## config.mk

```make
export PLATFORM = sky130hd
export DESIGN_NAME = sdft_synth
export DESIGN_NICKNAME = d
export VERILOG_FILES = /design/src/rtl/sdft_synth.sv
export SDC_FILE = /design/constraint.sdc
export NUM_CORES = 1
export LEC_CHECK = 0
export BUFFER_PORTS_ARGS = -buffer_cell sky130_fd_sc_hd__buf_4
export CORE_ASPECT_RATIO = 0.6
export CORE_UTILIZATION = 31
export CTS_BUF_LIST = sky130_fd_sc_hd__clkbuf_4
export CTS_CLUSTER_SIZE = 14
export DETAILED_ROUTE_END_ITERATION = 10
export PLACE_DENSITY = 0.51
export REMOVE_ABC_BUFFERS = 1
export SYNTH_ARGS = -nofsm -noshare
export SYNTH_HDL_FRONTEND = slang
export SYNTH_SLANG_ARGS = --single-unit
export TNS_END_PERCENT = 1
```

## constraint.sdc

```tcl
create_clock -name clk_i -period 4.3 [get_ports clk_i]
set_clock_uncertainty 0.15 [all_clocks]
set_input_delay 0.645 -clock clk_i [delete_from_list [all_inputs] [get_ports clk_i]]
set_output_delay 0.645 -clock clk_i [all_outputs]
set_load 0.01 [all_outputs]
```

## src/rtl/sdft_synth.sv

```systemverilog
// sdft_synth: sliding-DFT synthesis, sums the real parts of one framed bin block and scales by 1/N.
// Latency: eob beat in cycle t -> valid_o/data_o in t+2 (t+3 with SDFT_SYNTH_GAIN_EN); frame_err_o in t+1.
// Backpressure: none; every valid beat is consumed, malformed blocks are dropped and flagged.
module sdft_synth #(
   parameter int    N        = 4096,
   parameter int    DW       = 16,
   parameter int    IDW      = 32,
   parameter int    IMAG_EN  = 1,
   parameter int    IW       = IMAG_EN ? IDW*2 : IDW,
   parameter string SPECTRUM = "full",
   parameter int    AW       = (SPECTRUM == "full") ? $clog2(N) : $clog2(N)-1,
   parameter int    GW       = 16
) (
   input  logic                 clk_i,
   input  logic                 rstn_i,
   input  logic [IW-1:0]        data_i,
   input  logic                 sob_i,
   input  logic                 eob_i,
   input  logic                 valid_i,
   output logic [AW-1:0]        gain_idx_o,
   input  logic [GW-1:0]        gain_i,
   output logic signed [DW-1:0] data_o,
   output logic                 valid_o,
   output logic                 sat_alarm_o,
   output logic                 frame_err_o
);

   localparam int LOG2N  = $clog2(N);
   localparam bit HALF   = (SPECTRUM == "half");
`ifdef SDFT_SYNTH_GAIN_EN
   localparam int ACCW   = IDW + LOG2N + 1 + GW;
`else
   localparam int ACCW   = IDW + LOG2N + 1;
`endif
   localparam int CW     = (AW > 0) ? AW : 1;
   localparam int LAST_I = HALF ? N/2 - 1 : N - 1;
   localparam logic [CW-1:0] LAST = LAST_I[CW-1:0];
   localparam logic ST_IDLE = 1'b0;
   localparam logic ST_ACC  = 1'b1;

   logic                   r_state;
   logic [CW-1:0]          r_cnt;
   logic                   w_nstate;
   logic [CW-1:0]          w_ncnt;
   logic                   w_add, w_clr, w_fin, w_err, w_bin0;
   logic signed [IDW-1:0]  w_re;
   logic signed [ACCW-1:0] w_term;

   // accumulator-stage controls, either straight from the FSM or one cycle later behind the product register
   logic                   w_s_add, w_s_clr, w_s_fin;
   logic signed [ACCW-1:0] w_s_term;

   logic signed [ACCW-1:0] r_acc;
   logic                   r_done;
   logic signed [ACCW-1:0] w_scaled;
   logic                   w_sat;
   logic signed [DW-1:0]   w_sat_val;

   assign w_re = data_i[IDW-1:0];

   // block framing decode: decides per beat whether to start, accumulate, accept or flag the block
   always_comb begin
      w_nstate = r_state;
      w_ncnt   = r_cnt;
      w_add    = 1'b0;
      w_clr    = 1'b0;
      w_fin    = 1'b0;
      w_err    = 1'b0;
      w_bin0   = 1'b0;
      if (valid_i) begin
         if (sob_i) begin
            // a start inside a running block kills that block but opens a new one with this beat
            w_err  = (r_state == ST_ACC);
            w_add  = 1'b1;
            w_clr  = 1'b1;
            w_bin0 = 1'b1;
            if (eob_i || LAST_I == 0) begin
               w_nstate = ST_IDLE;
               w_ncnt   = '0;
               if (eob_i && LAST_I == 0) w_fin = 1'b1;
               else                      w_err = 1'b1;
            end else begin
               w_nstate = ST_ACC;
               w_ncnt   = CW'(1);
            end
         end else if (r_state == ST_ACC) begin
            if (eob_i) begin
               w_nstate = ST_IDLE;
               w_ncnt   = '0;
               if (r_cnt == LAST) begin
                  w_add = 1'b1;
                  w_fin = 1'b1;
               end else begin
                  w_err = 1'b1;
               end
            end else if (r_cnt == LAST) begin
               w_err    = 1'b1;
               w_nstate = ST_IDLE;
               w_ncnt   = '0;
            end else begin
               w_add  = 1'b1;
               w_ncnt = r_cnt + CW'(1);
            end
         end
      end
   end

   // FSM state, bin counter and framing error pulse
   always_ff @(posedge clk_i or negedge rstn_i) begin
      if (!rstn_i) begin
         r_state     <= ST_IDLE;
         r_cnt       <= '0;
         frame_err_o <= 1'b0;
      end else begin
         r_state     <= w_nstate;
         r_cnt       <= w_ncnt;
         frame_err_o <= w_err;
      end
   end

`ifdef SDFT_SYNTH_GAIN_EN
   localparam int PW = IDW + GW + 1;
   logic signed [PW-1:0]   w_prod;
   logic signed [PW-1:0]   w_gshift;
   logic signed [ACCW-1:0] w_gext;
   logic                   r_add, r_clr, r_fin;
   logic signed [ACCW-1:0] r_term;
   logic                   w_unused;

   assign gain_idx_o = sob_i ? '0 : r_cnt[AW-1:0];
   assign w_prod     = PW'(w_re) * PW'($signed({1'b0, gain_i}));
   assign w_gshift   = w_prod >>> (GW-1);
   assign w_gext     = ACCW'(w_gshift);
   // half spectrum folds the mirrored bins in by doubling every bin except bin 0
   assign w_term     = (HALF && !w_bin0) ? (w_gext <<< 1) : w_gext;
   assign w_unused   = ^data_i;

   // registered product stage so the multiplier does not sit in front of the accumulator adder
   always_ff @(posedge clk_i or negedge rstn_i) begin
      if (!rstn_i) begin
         r_add  <= 1'b0;
         r_clr  <= 1'b0;
         r_fin  <= 1'b0;
         r_term <= '0;
      end else begin
         r_add  <= w_add;
         r_clr  <= w_clr;
         r_fin  <= w_fin;
         r_term <= w_term;
      end
   end

   assign w_s_add  = r_add;
   assign w_s_clr  = r_clr;
   assign w_s_fin  = r_fin;
   assign w_s_term = r_term;
`else
   logic signed [ACCW-1:0] w_re_ext;
   logic                   w_unused;

   assign gain_idx_o = '0;
   assign w_re_ext   = ACCW'(w_re);
   // half spectrum folds the mirrored bins in by doubling every bin except bin 0
   assign w_term     = (HALF && !w_bin0) ? (w_re_ext <<< 1) : w_re_ext;
   assign w_unused   = ^{data_i, gain_i};

   assign w_s_add  = w_add;
   assign w_s_clr  = w_clr;
   assign w_s_fin  = w_fin;
   assign w_s_term = w_term;
`endif

   // accumulator: wide enough for N full-scale terms, so it never wraps
   always_ff @(posedge clk_i or negedge rstn_i) begin
      if (!rstn_i) begin
         r_acc  <= '0;
         r_done <= 1'b0;
      end else begin
         r_done <= w_s_fin;
         if (w_s_add) r_acc <= (w_s_clr ? '0 : r_acc) + w_s_term;
      end
   end

   assign w_scaled  = r_acc >>> LOG2N;
   // result fits in DW bits only if every bit from DW-1 upward is a copy of the sign
   assign w_sat     = !((&w_scaled[ACCW-1:DW-1]) || !(|w_scaled[ACCW-1:DW-1]));
   assign w_sat_val = w_scaled[ACCW-1] ? {1'b1, {(DW-1){1'b0}}} : {1'b0, {(DW-1){1'b1}}};

   // scale/saturate register; data_o holds between blocks
   always_ff @(posedge clk_i or negedge rstn_i) begin
      if (!rstn_i) begin
         data_o      <= '0;
         valid_o     <= 1'b0;
         sat_alarm_o <= 1'b0;
      end else begin
         valid_o     <= r_done;
         sat_alarm_o <= r_done && w_sat;
         if (r_done) data_o <= w_sat ? w_sat_val : w_scaled[DW-1:0];
      end
   end

endmodule

```

==> results.sh <==
export IMPL_grt_start_max_net_pins=57
export IMPL_max_cap_violations=0
export IMPL_route_final_wire_length_um=16700
export IMPL_area_growth_syn_to_layout_pct=15.1
export IMPL_worst_setup_path_start_kind="input pin"
export IMPL_yosysSeqAreaShare_pct=31.8
export IMPL_cts_resized=0
export IMPL_layout_core_utilization_pct=36.8
export IMPL_cts_made_buffers=9
export IMPL_pwr_density_cell_nw_per_um2=536
export IMPL_drtPass1Iterations=5
export IMPL_status="finished clean"
export IMPL_cp_end_kind="flop"
export IMPL_post_cts_repair_timing_setup_buffer_count=0
export IMPL_row_count=39
export IMPL_ys_top_cells_by_area="sky130_fd_sc_hd__dfrtp_1 32%, sky130_fd_sc_hd__ha_1 9.6%, sky130_fd_sc_hd__a21oi_1 7.0%, sky130_fd_sc_hd__o21ai_0 5.2%, sky130_fd_sc_hd__nand2_1 5.1%"
export IMPL_count_of_vias_placed_by_the_detailed_router=5449
export IMPL_min_delay_path_class="in2async"
export IMPL_rr_startpoint="r_acc[0]"
export IMPL_synthesis_yosys_warnings=0
export IMPL_timing_critical_path_from="valid_i"
export IMPL_ys_flop_type="sky130_fd_sc_hd__dfrtp_1"
export IMPL_routed_via_density=5.02
export IMPL_sum_of_net_half_perimeters_after_detailed_placement_um=12800
export IMPL_crit_slowest_cell="sky130_fd_sc_hd__a2111oi_0"
export IMPL_grt_setup_unrepaired="false"
export IMPL_most_common_cell_after_layout_fill_and_taps_aside="sky130_fd_sc_hd__a21oi_1"
export IMPL_max_stage_delay_ps=560
export IMPL_gr_usage_all_layers_pct=16.8
export IMPL_cts_path_max_buffers=2
export IMPL_yosysTopAreaCellShare_pct=31.8
export IMPL_synthCells=759
export IMPL_global_route_wire_length_before_repair_um=26800
export IMPL_io_buffers=55
export IMPL_flip_flop_and_latch_count_after_synthesis=78
export IMPL_place_gp_congestion=0.859
export IMPL_floorplan_die_area_um2=20400
export IMPL_required_ps=4480
export IMPL_drtIter0Drc=472
export IMPL_post_route_drc=0
export IMPL_final_worst_path_period_need_ps=3780
export IMPL_number_of_enable_flip_flop_cells_after_synthesis=0
export IMPL_synth_async_sr_flop_share_pct=100
export IMPL_cts_root_buffer_cell="sky130_fd_sc_hd__clkbuf_4"
export IMPL_worstSetupPathType="in2reg"
export IMPL_power_static_leakage_nw=3.35
export IMPL_drt_wirelength_per_cell_um=15.3
export IMPL_postCtsHoldBufs=0
export IMPL_worst_setup_hold_path_clk_slew_ps=140
export IMPL_syn_area_per_cell_um2=8.07
export IMPL_syn_cell_area_um2=6130
export IMPL_first_global_vias=4774
export IMPL_fin_nets=948
export IMPL_critPathMaxFanout=15
export IMPL_number_of_antenna_violations_at_the_first_check_in_global_routing=1
export IMPL_achievable_clock_frequency_ghz=0.264
export IMPL_grt_overflow=0
export IMPL_arrival_ps=3960
export IMPL_initial_utilization_pct=32.0
export IMPL_chipHeight_um=111
export IMPL_crit_path_cell_trace="buf_4 > nand2_1 > buf_12 > and2_1 > ha_1 > fa_1 > a21o_1 > nand4_1 > nand3_1 > a41oi_1 > buf_4 > a21o_1 > o311a_1 > nor4_1 > a2111oi_0 > xor2_1 > o21ai_0"
export IMPL_total_count_of_max_transition_violations_in_the_final_report=0
export IMPL_period_share_pct=88.0
export IMPL_die_width_um=184
export IMPL_layout_drive_gt1_share_pct=14.2
export IMPL_cell_taking_the_most_area_after_synthesis="sky130_fd_sc_hd__dfrtp_1"
export IMPL_power_ir_vdd_worst_mv=0.156
export IMPL_floorplan_core_area_um2=19200
export IMPL_most_frequent_cells_in_the_layout="86 x sky130_fd_sc_hd__a21oi_1, 85 x sky130_fd_sc_hd__buf_4, 83 x sky130_fd_sc_hd__nand2_1"
export IMPL_htree_levels=3
export IMPL_final_setup_tns_ps=0
export IMPL_synth_lib_cells_used_distinct=61
export IMPL_worstSkewPairLatency_ps=450
export IMPL_ant_nets=0
export IMPL_finalHoldViolations=0
export IMPL_boundaryPins=116
export IMPL_worstMarginPinSlew_ps=1060
export IMPL_worst_slew_margin_rel_pct=29.2
export IMPL_clock_sinks=78
export IMPL_finalSetupViolations=0
export IMPL_tritoncts="built"
[cell type report]
type / instances / area, µm²
Fill cell: 2021 / 12100
Antenna cell: 1 / 2.50
Clock inverter: 6 / 38.8
Tap cell: 266 / 333
Multi-Input combinational cell: 617 / 3900
Sequential cell: 78 / 1950
Timing Repair Buffer: 87 / 678
Clock buffer: 9 / 67.6
Inverter: 22 / 82.6
[logic make-up after synthesis]
kind of cell | count (synthesis) | share of synthesized area [%]
AOI/OAI and AO/OA | 241 | 24.4
other | 1 | 0.0612
xor gates and xnor gates | 44 | 6.29
buffers and inverters | 75 | 5.35
and+or+nand+nor | 267 | 21.3
DFF | 78 | 31.8
muxes | 5 | 0.857
adders and majority gates | 48 | 9.92
[critical path: cells and delay by family]
family	cells	cell delay (ps)
AND/OR/NAND/NOR	5	500
adder cells (fa/ha/maj)	2	630
XOR/XNOR	1	180
buffers and inverters	3	410
AO/OA/AOI/OAI	6	1580
[through the flow]
| step | cells | hold WS, ps | power, mW | cell area, µm² | setup slack [ps] |
|---|---|---|---|---|---|
| floorplan | 717 | 199 | 2.71 | 5920 | -1090 |
| global placement | 1070 | 307 | 3.36 | 6950 | 131 |
| detailed placement | 1070 | 310 | 3.35 | 6950 | 128 |
| CTS | 1085 | 106 | 3.79 | 7050 | 599 |
| global route | 1086 | 149 | 4.15 | 7060 | 448 |
| finish | 1086 | 91.8 | 3.78 | 7060 | 516 |
[power breakdown]
part           leakage [nW]  switching [mW]  internal (mW)  total [mW]
logic                  2.28            1.26          0.985        2.24
clock network        0.0580           0.295          0.115       0.410
registers              1.01           0.189          0.944        1.13
total                  3.35            1.74           2.04        3.78
[flip-flops by register name, indices dropped and copies added, names as in the netlist]
name and cells:
sat_alarm_o 1, r_cnt 12, valid_o 1, r_done 1, data_o 16, frame_err_o 1, r_acc 45, r_state 1
[path summary, 6_finish.rpt]
| path | depth (start not counted) | slack, ps | end |
|---|---|---|---|
| worst max-delay path | 17 | 520 | r_acc[40] |
| worst max register to register | 14 | 660 | r_acc[40] |
| worst min register to register | 2 | 340 | r_acc[5] |
| max in group asynchronous | 2 | 3050 | r_acc[39] |
| worst min-delay path | 1 | 90 | data_o[3] |
| min in group clk_i | 2 | 310 | r_state |
[cells in the mapped netlist, types with 4 or more instances]
master	instances
sky130_fd_sc_hd__o22ai_1	4
sky130_fd_sc_hd__inv_1	20
sky130_fd_sc_hd__xor2_1	18
sky130_fd_sc_hd__a21oi_1	86
sky130_fd_sc_hd__nand3_1	17
sky130_fd_sc_hd__a21o_1	33
sky130_fd_sc_hd__buf_4	12
sky130_fd_sc_hd__nand4_1	20
sky130_fd_sc_hd__and3_1	11
sky130_fd_sc_hd__nand2_1	83
sky130_fd_sc_hd__o21ai_0	64
sky130_fd_sc_hd__ha_1	47
sky130_fd_sc_hd__nor3_1	8
sky130_fd_sc_hd__o21bai_1	8
sky130_fd_sc_hd__or3_1	4
sky130_fd_sc_hd__nor4_1	5
sky130_fd_sc_hd__o31ai_1	7
sky130_fd_sc_hd__clkbuf_1	38
sky130_fd_sc_hd__and2_1	48
sky130_fd_sc_hd__dfrtp_1	78
sky130_fd_sc_hd__a211oi_1	5
sky130_fd_sc_hd__nor2_1	59
sky130_fd_sc_hd__xnor2_1	26
sky130_fd_sc_hd__a31oi_1	4
[routing by layer]
layer | GRT usage [%] | share of wire [%] | wire [µm]
met2 | 18.7 | 33 | 5490
met4 | 3.00 | 0.72 | 120
met5 | 0 | 0 | 0
met1 | 30.4 | 60 | 9960
met3 | 2.96 | 6.5 | 1080
Power figures use the tool's default switching activity.
